[src/rtl/td4_pkg.sv]
// ============================================================================
//  Module   : td4_pkg
//  Purpose  : Shared types and constants for the TD4 4-bit CPU datapath.
//             Source-select encodings, load-strobe bit indices and the
//             4-bit machine word type.
//  Ports    : none (package)
//  Revision : 1.0  initial release
// ============================================================================
`default_nettype none

package td4_pkg;

  // Machine word: the ISA fixes every datapath value at 4 bits.
  typedef logic [3:0] td4_word_t;

  // Source-select encodings on {sel_b, sel_a}.
  typedef enum logic [1:0] {
    SRC_A    = 2'b00,
    SRC_B    = 2'b01,
    SRC_IN   = 2'b10,
    SRC_ZERO = 2'b11
  } td4_src_e;

  // Bit positions of the active-low load strobes within ld_n.
  localparam int LD_A   = 3;
  localparam int LD_B   = 2;
  localparam int LD_OUT = 1;
  localparam int LD_PC  = 0;

endpackage : td4_pkg

`default_nettype wire

[src/rtl/td4_reg4.sv]
// ============================================================================
//  Module   : td4_reg4
//  Purpose  : 4-bit register with synchronous active-high reset, active-low
//             load strobe and clock enable. Used for A, B and OUT.
//  Ports    : clk   - system clock
//             rst   - synchronous active-high reset (beats en and ld_n)
//             en    - clock enable; hold when low
//             ld_n  - active-low load strobe
//             d     - data to load
//             q     - registered value
//  Revision : 1.0  initial release
// ============================================================================
`default_nettype none

module td4_reg4
  import td4_pkg::*;
(
  input  logic      clk,
  input  logic      rst,
  input  logic      en,
  input  logic      ld_n,
  input  td4_word_t d,
  output td4_word_t q
);

  td4_word_t data_q;

  always_ff @(posedge clk) begin
    if (rst) begin
      data_q <= '0;
    end else if (en && !ld_n) begin
      data_q <= d;
    end
  end

  assign q = data_q;

endmodule : td4_reg4

`default_nettype wire

[src/rtl/td4_datapath.sv]
// ============================================================================
//  Module   : td4_datapath
//  Purpose  : Registered TD4 datapath. Selects a source (A, B, input port or
//             zero), adds the instruction immediate and commits the sum to
//             any register whose load strobe is low. PC increments when not
//             loaded. Carry is updated from the adder every enabled edge.
//  Ports    : clk      - system clock
//             rst      - synchronous active-high reset
//             step     - clock enable (only when TD4_STEP_EN is defined)
//             sel_a    - source select LSB
//             sel_b    - source select MSB
//             ld_n     - active-low load strobes [3]=A [2]=B [1]=OUT [0]=PC
//             imm      - instruction immediate
//             in_port  - external input port
//             out_port - OUT register
//             pc       - program counter (ROM address)
//             carry    - registered carry flag, to decoder cin
//             reg_a    - A register
//             reg_b    - B register
//  Config   : TD4_STEP_EN - adds the step port; edges with step=0 hold all
//             state. Without it every edge is enabled.
//  Revision : 1.0  initial release
// ============================================================================
`default_nettype none

module td4_datapath
  import td4_pkg::*;
(
  input  logic       clk,
  input  logic       rst,
`ifdef TD4_STEP_EN
  input  logic       step,
`endif
  input  logic       sel_a,
  input  logic       sel_b,
  input  logic [3:0] ld_n,
  input  logic [3:0] imm,
  input  logic [3:0] in_port,
  output logic [3:0] out_port,
  output logic [3:0] pc,
  output logic       carry,
  output logic [3:0] reg_a,
  output logic [3:0] reg_b
);

  logic      w_en;
  td4_word_t w_src;
  td4_word_t w_sum;
  logic      w_co;
  td4_word_t pc_d;
  td4_word_t pc_q;
  logic      carry_q;

`ifdef TD4_STEP_EN
  assign w_en = step;
`else
  assign w_en = 1'b1;
`endif

  // Source mux
  always_comb begin
    w_src = '0;
    case (td4_src_e'({sel_b, sel_a}))
      SRC_A:    w_src = reg_a;
      SRC_B:    w_src = reg_b;
      SRC_IN:   w_src = in_port;
      SRC_ZERO: w_src = '0;
      default:  w_src = '0;
    endcase
  end

  // 5-bit add: bit 4 is the carry out.
  assign {w_co, w_sum} = {1'b0, w_src} + {1'b0, imm};

  // PC: load takes priority over increment; increment wraps silently.
  always_comb begin
    pc_d = pc_q + 4'd1;
    if (!ld_n[LD_PC]) begin
      pc_d = w_sum;
    end
  end

  always_ff @(posedge clk) begin
    if (rst) begin
      pc_q    <= '0;
      carry_q <= 1'b0;
    end else if (w_en) begin
      pc_q    <= pc_d;
      carry_q <= w_co;
    end
  end

  td4_reg4 u_reg_a (
    .clk  (clk),
    .rst  (rst),
    .en   (w_en),
    .ld_n (ld_n[LD_A]),
    .d    (w_sum),
    .q    (reg_a)
  );

  td4_reg4 u_reg_b (
    .clk  (clk),
    .rst  (rst),
    .en   (w_en),
    .ld_n (ld_n[LD_B]),
    .d    (w_sum),
    .q    (reg_b)
  );

  td4_reg4 u_reg_out (
    .clk  (clk),
    .rst  (rst),
    .en   (w_en),
    .ld_n (ld_n[LD_OUT]),
    .d    (w_sum),
    .q    (out_port)
  );

  assign pc    = pc_q;
  assign carry = carry_q;

endmodule : td4_datapath

`default_nettype wire

[config.mk]
export PLATFORM = sky130hd
export DESIGN_NAME = td4_datapath
export DESIGN_NICKNAME = d
export VERILOG_FILES = /design/src/rtl/td4_pkg.sv /design/src/rtl/td4_reg4.sv /design/src/rtl/td4_datapath.sv
export SDC_FILE = /design/constraint.sdc
export NUM_CORES = 1
export LEC_CHECK = 0
export ABC_AREA = 1
export CORE_MARGIN = 1.5
export CORE_UTILIZATION = 40
export CTS_BUF_LIST = sky130_fd_sc_hd__clkbuf_4 sky130_fd_sc_hd__clkbuf_8 sky130_fd_sc_hd__clkbuf_16
export DETAILED_ROUTE_END_ITERATION = 16
export PLACE_DENSITY_LB_ADDON = 0.1
export SLEW_MARGIN = 25
export SYNTH_ARGS = -nofsm -noshare
export SYNTH_HDL_FRONTEND = slang
export SYNTH_HIERARCHICAL = 1
export SYNTH_SLANG_ARGS = --single-unit
[constraint.sdc]
create_clock -name clk -period 1.7 [get_ports clk]
set_input_delay 0.34 -clock clk [delete_from_list [all_inputs] [get_ports clk]]
set_output_delay 0.34 -clock clk [all_outputs]
set_load 0.02 [all_outputs]
## Word-level counts from Yosys, hierarchy flattened

Index checks and enable logic that the tools add are counted.

| word-level totals | value |
|---|---|
| latch bits | 0 |
| bits in read-only memories | 0 |
| input bits | 16 |
| memories | 0 |
| word-level logic and storage cells | 13 |
| output and inout port bits | 17 |
| bits in writable memories | 0 |
| bits in registers | 17 |

| operators by class | value |
|---|---|
| bitwise operators | 0 |
| muxes and demuxes | 2 |
| shift-type cells | 0 |
| divide/modulo/power cells | 0 |
| reductions and logical operators | 1 |
| multiply operators | 0 |
| equality and inequality tests | 3 |
| add/subtract/negate cells | 2 |
| $lt $le $gt $ge | 0 |

Operator list:

| operator | count |
|---|---|
| case mux 4 bit (4 select lines) | 1 |
| adder 4 x 4 -> 5 bit | 1 |
| adder 4 x 1 -> 4 bit (second input constant) | 1 |
| == test 2 bit (second input constant) | 2 |
| 2-to-1 mux 4 bit | 1 |
| == test 2 x 1 -> 1 bit (second input constant) | 1 |
| zero test 2 bit | 1 |

## Logic depth before layout (Yosys ltp)

| logic depth | value |
|---|---|
| word-level depth | 4 |
| depth in mapped cells | 14 |

## By module

Netlist, hierarchy kept.

Modules (own cells, without submodules):

| module | instances | seq. area each (sq um) | area an instance (sq um) | cells an instance |
|---|---|---|---|---|
| td4_reg4 | 3 | 80.1 | 177.7 | 28 |
| td4_datapath | 1 | 100.1 | 439.2 | 63 |

## Least setup slack after synthesis

Ideal clock, no wire load.

| timing path | value |
|---|---|
| kind | input port to flip-flop |
| start | in sel_b |
| end | reg u_reg_a.data_q[2], in the netlist u_reg_a/q[2] |
| cell stages on the path | 12 |
| library setup time | 0.113 ns |
| path slack | -0.150 ns |
| path buffers | 0 |
| arrival time | 1.737 ns |
| data required time | 1.587 ns |
| cell sequence | inv_2 > o21ai_0 > o2bb2ai_1 > inv_1 > ha_1 > fa_1 > xnor2_1 > inv_1 > inv_1 > nand3_1 > nand2_1 > nor2_1 |

| on the way | value |
|---|---|
| longest elaborated chain between the ends | 3 |

RTL lines:

| item | RTL line | RTL |
|---|---|---|
| start, declared | td4_datapath.sv:35 | `input logic sel_b,` |
| == test 2 bit (tied with other cells) | td4_datapath.sv:63 | `case (td4_src_e'({sel_b, sel_a}))` |
| case mux 4 bit (4 select lines) (*) | td4_datapath.sv:63 |  |
| adder 4 x 4 -> 5 bit (*) | td4_datapath.sv:73 | `assign {w_co, w_sum} = {1'b0, w_src} + {1'b0, imm};` |
| named net w_sum[2] | td4_datapath.sv:48 | `td4_word_t w_sum;` |
| end signal, assigned | td4_reg4.sv:30 | `data_q <= '0;` |
| end signal, assigned | td4_reg4.sv:32 | `data_q <= d;` |
| end, declared | td4_reg4.sv:26 | `td4_word_t data_q;` |

The timed path passes the listed nets; every way through them passes the cells marked *.
A chain may end at the register's enable or synchronous reset.

## Worst setup path in the final report

Ends and elaborated chain as after synthesis.

==> reports/qor.csv <==
metric,value,unit
run status,finished with violations,
failing checks,negative setup slack,
Worst IR Drop VDD,517,uV
number of library cell types mapped by synthesis,17,
Final Max Slew Viols,0,
"Cell Area, Synth",972,um^2
Max Root-Sink Buffers,2,
gr ovfl total,0,
leading area contributor after synthesis,dfxtp_1,
Crit. End Element,register,
initial antenna violation count,0,
"Max FO, Critical Path",9,
number of I/O pins,33,
Sequential Power Share,39.2,%
Die X-Extent,52.3,um
number of buffers inserted by hold repair at cts,0,
Synth Area in XOR/XNOR,1.80,%
top cell type's share of synthesized area,35.0,%
critical-path cell list,buf_4 -> inv_12 -> o21ai_2 -> o2bb2ai_4 -> inv_2 -> ha_4 -> fa_2 -> xnor2_2 -> inv_2 -> inv_2 -> nand3_2 -> nand2_2 -> nor2_2,
Routability Congestion,0.810,
initial drt markers,17,
Hold Startpoint,u_reg_out/q[2]$_SDFFE_PP0P_,
CTS buffer count,3,
Worst Hold Class,register to register,
# diodes,0,
Initial Util,43.1,%
Pwr Total,1.18,mW
Sw Share,34.0,%
CP most frequent cell,inv_2,
final worst setup slack,-70.9,ps
adder-cell share of the synthesized area,9.78,%
Yosys warnings,6,
Max-Cap Viols,0,
Sw Pwr,0.402,mW
first-pass GRT wire length,4160,um
Final Hold Viols,0,
Post-Syn Area per Cell,6.61,um^2
Clock Pin Slew Worst Setup and Hold Paths,100,ps
mux share of post-synthesis cell area,0,%
PortBufs,32,
period utilization,104,%
root buffer cell,clkbuf_4,
Synth area leaders,"dfxtp_1 (35%), inv_1 (11%), nor2_1 (10%)",
internal power,0.779,mW
"Seq/Total Area, Yosys",35.0,%
depth of the CTS H-tree,1,
DR DRC count,0,
vias,1063,
CP Launch Point,sel_b,
Die Height,52.3,um
vias per inst,4.52,
Routed WL per cell,11.2,um
share of cells above drive strength 1,27.5,%
"slowest stage delay, CP",410,ps
vias in the first global route,1012,
Gate Count Post-Synth,147,
Compound-Gate Fraction of Synth Area,9.40,%
setup TNS,-217,ps
leakage power,0.882,nW
Pre-antenna DRT Iters,4,
clk sink count,17,
Final setup viols,4,
die area,2740,um^2
largest net degree at the start of global routing,10,
Critical Path Source Type,input port,
Post-DRT Antenna Nets,0,
Post-Synth Simple-Gate Area,30.9,%
area grow syn2layout,69.9,%
DRT Wirelength,2630,um
CTS tree,yes,
dpl hpwl,1980,um
global router's overall resource usage,20.6,%
CP Data Arrival Time,1960,ps
Reg2Reg Launch Point,u_reg_b/q[0]$_SDFFE_PP0P_,
Comb pwr share,41.3,%
Setup Crit Path Kind,input port to register,
Clock power frac,19.5,%
synthesized flop and latch total,17,
worst endpoint required time,1890,ps
CP max stage cell,fa_2,
main combinational cell family by area after synthesis,simple AND/OR/NAND/NOR gates,
Row Count,17,
Total Nets Final,231,
RSZ-0062 raised after global routing,yes,
PwrDens,715,nW/um^2
core footprint,2250,um^2
minimum clock period,1770,ps
fmax,0.565,GHz
Clock Skews,1.51,ps
Worst-Skew Late Latency,280,ps
==> layout make-up <==
cell class / instances / area (um^2)
Sequential cell: 17 / 344
Fill cell: 188 / 603
Tap cell: 28 / 35.0
Timing Repair Buffer: 42 / 400
Multi-Input combinational cell: 111 / 703
Inverter: 33 / 139
Clock buffer: 4 / 30.0
==> per-stage QoR <==
stage	worst slack, ps	std cells	util, %	instance area [um^2]	hold slack, ps
CTS	-19.1	233	70.4	1590	497
detailed placement	-858	228	65.3	1470	483
finish	-70.9	235	73.3	1650	493
floorplan	-30.7	161	-	1060	409
global placement	-792	228	65.3	1470	472
global route	-139	235	73.3	1650	528
==> critical path: cells and delay by family <==
| kind | cells | cell delay [ps] |
|---|---|---|
| xor gates and xnor gates | 1 | 210 |
| buffers and inverters | 5 | 360 |
| and+or+nand+nor | 3 | 170 |
| AOI/OAI and AO/OA | 2 | 300 |
| adders and majority gates | 2 | 570 |
==> power groups by stage <==
stage / clock [mW] / sequential, mW / combinational [mW]
finish: 0.230 / 0.463 / 0.488
global route: 0.260 / 0.468 / 0.530
CTS: 0.240 / 0.463 / 0.448
detailed placement: 0 / 0.471 / 0.409
global placement: 0 / 0.469 / 0.401
floorplan: 0 / 0.509 / 0.184
==> state kept, by name (all words and copies together) (netlist names) <==
| signal | cells |
|---|---|
| carry | 1 |
| pc | 4 |
| u_reg_a/q | 4 |
| u_reg_b/q | 4 |
| u_reg_out/q | 4 |
==> cells in the mapped netlist, drive strengths merged <==
cell type	instances
o2bb2ai	3
fa	1
o21ai	7
dfxtp	17
a21oi	6
nand2	22
conb	1
ha	6
xnor2	1
xor2	1
nand3	17
nor2	30
inv	33
nand4	2
==> cells in the final DEF, fill, tap and decap left out, types with 2 or more instances in the layout <==
master,n
nand3_2,4
o21ai_1,4
inv_1,19
nand4_1,2
nor2_1,26
o2bb2ai_1,2
nand2_2,4
dfxtp_2,3
nor2_2,4
a21oi_1,4
clkdlybuf4s50_1,21
nand2_1,17
buf_4,10
dfxtp_1,14
nand3_1,12
ha_4,4
dlygate4sd2_1,3
ha_1,2
inv_2,12
a21oi_2,2
o21ai_0,2
dlymetal6s2s_1,5
clkbuf_4,4
conb_1,15
==> cell families after synthesis <==
group | after synthesis
fa+ha+maj | 7
buf+inv | 33
other cells | 1
compound gates | 16
simple gates | 71
xor+xnor | 2
flops | 17
==> per-layer routing <==
layer	track usage, %	wire length (um)
met1	24.0	1150
met3	3.43	103
met2	37.1	1360
met4	7.69	12
met5	0	0
==> path summary, 6_finish.rpt <==
check                                                    to  slack (ps)  cells past startpoint
worst min-delay path            u_reg_out/q[2]$_SDFFE_PP0P_         490                      2
worst min register to register  u_reg_out/q[2]$_SDFFE_PP0P_         490                      2
worst max-delay path              u_reg_a/q[2]$_SDFFE_PP0P_         -70                     13
worst max register to register    u_reg_a/q[2]$_SDFFE_PP0P_         -60                     11
==> repair_timing <==
action / CTS / global route
hold endpoints to repair: 0 / 0
endpoints found under the setup margin: 14 / 14
buffers inserted: 1 / 2
gates resized for setup: 31 / 22
pin swaps: 17 / 14
Power figures use the tool's default switching activity.
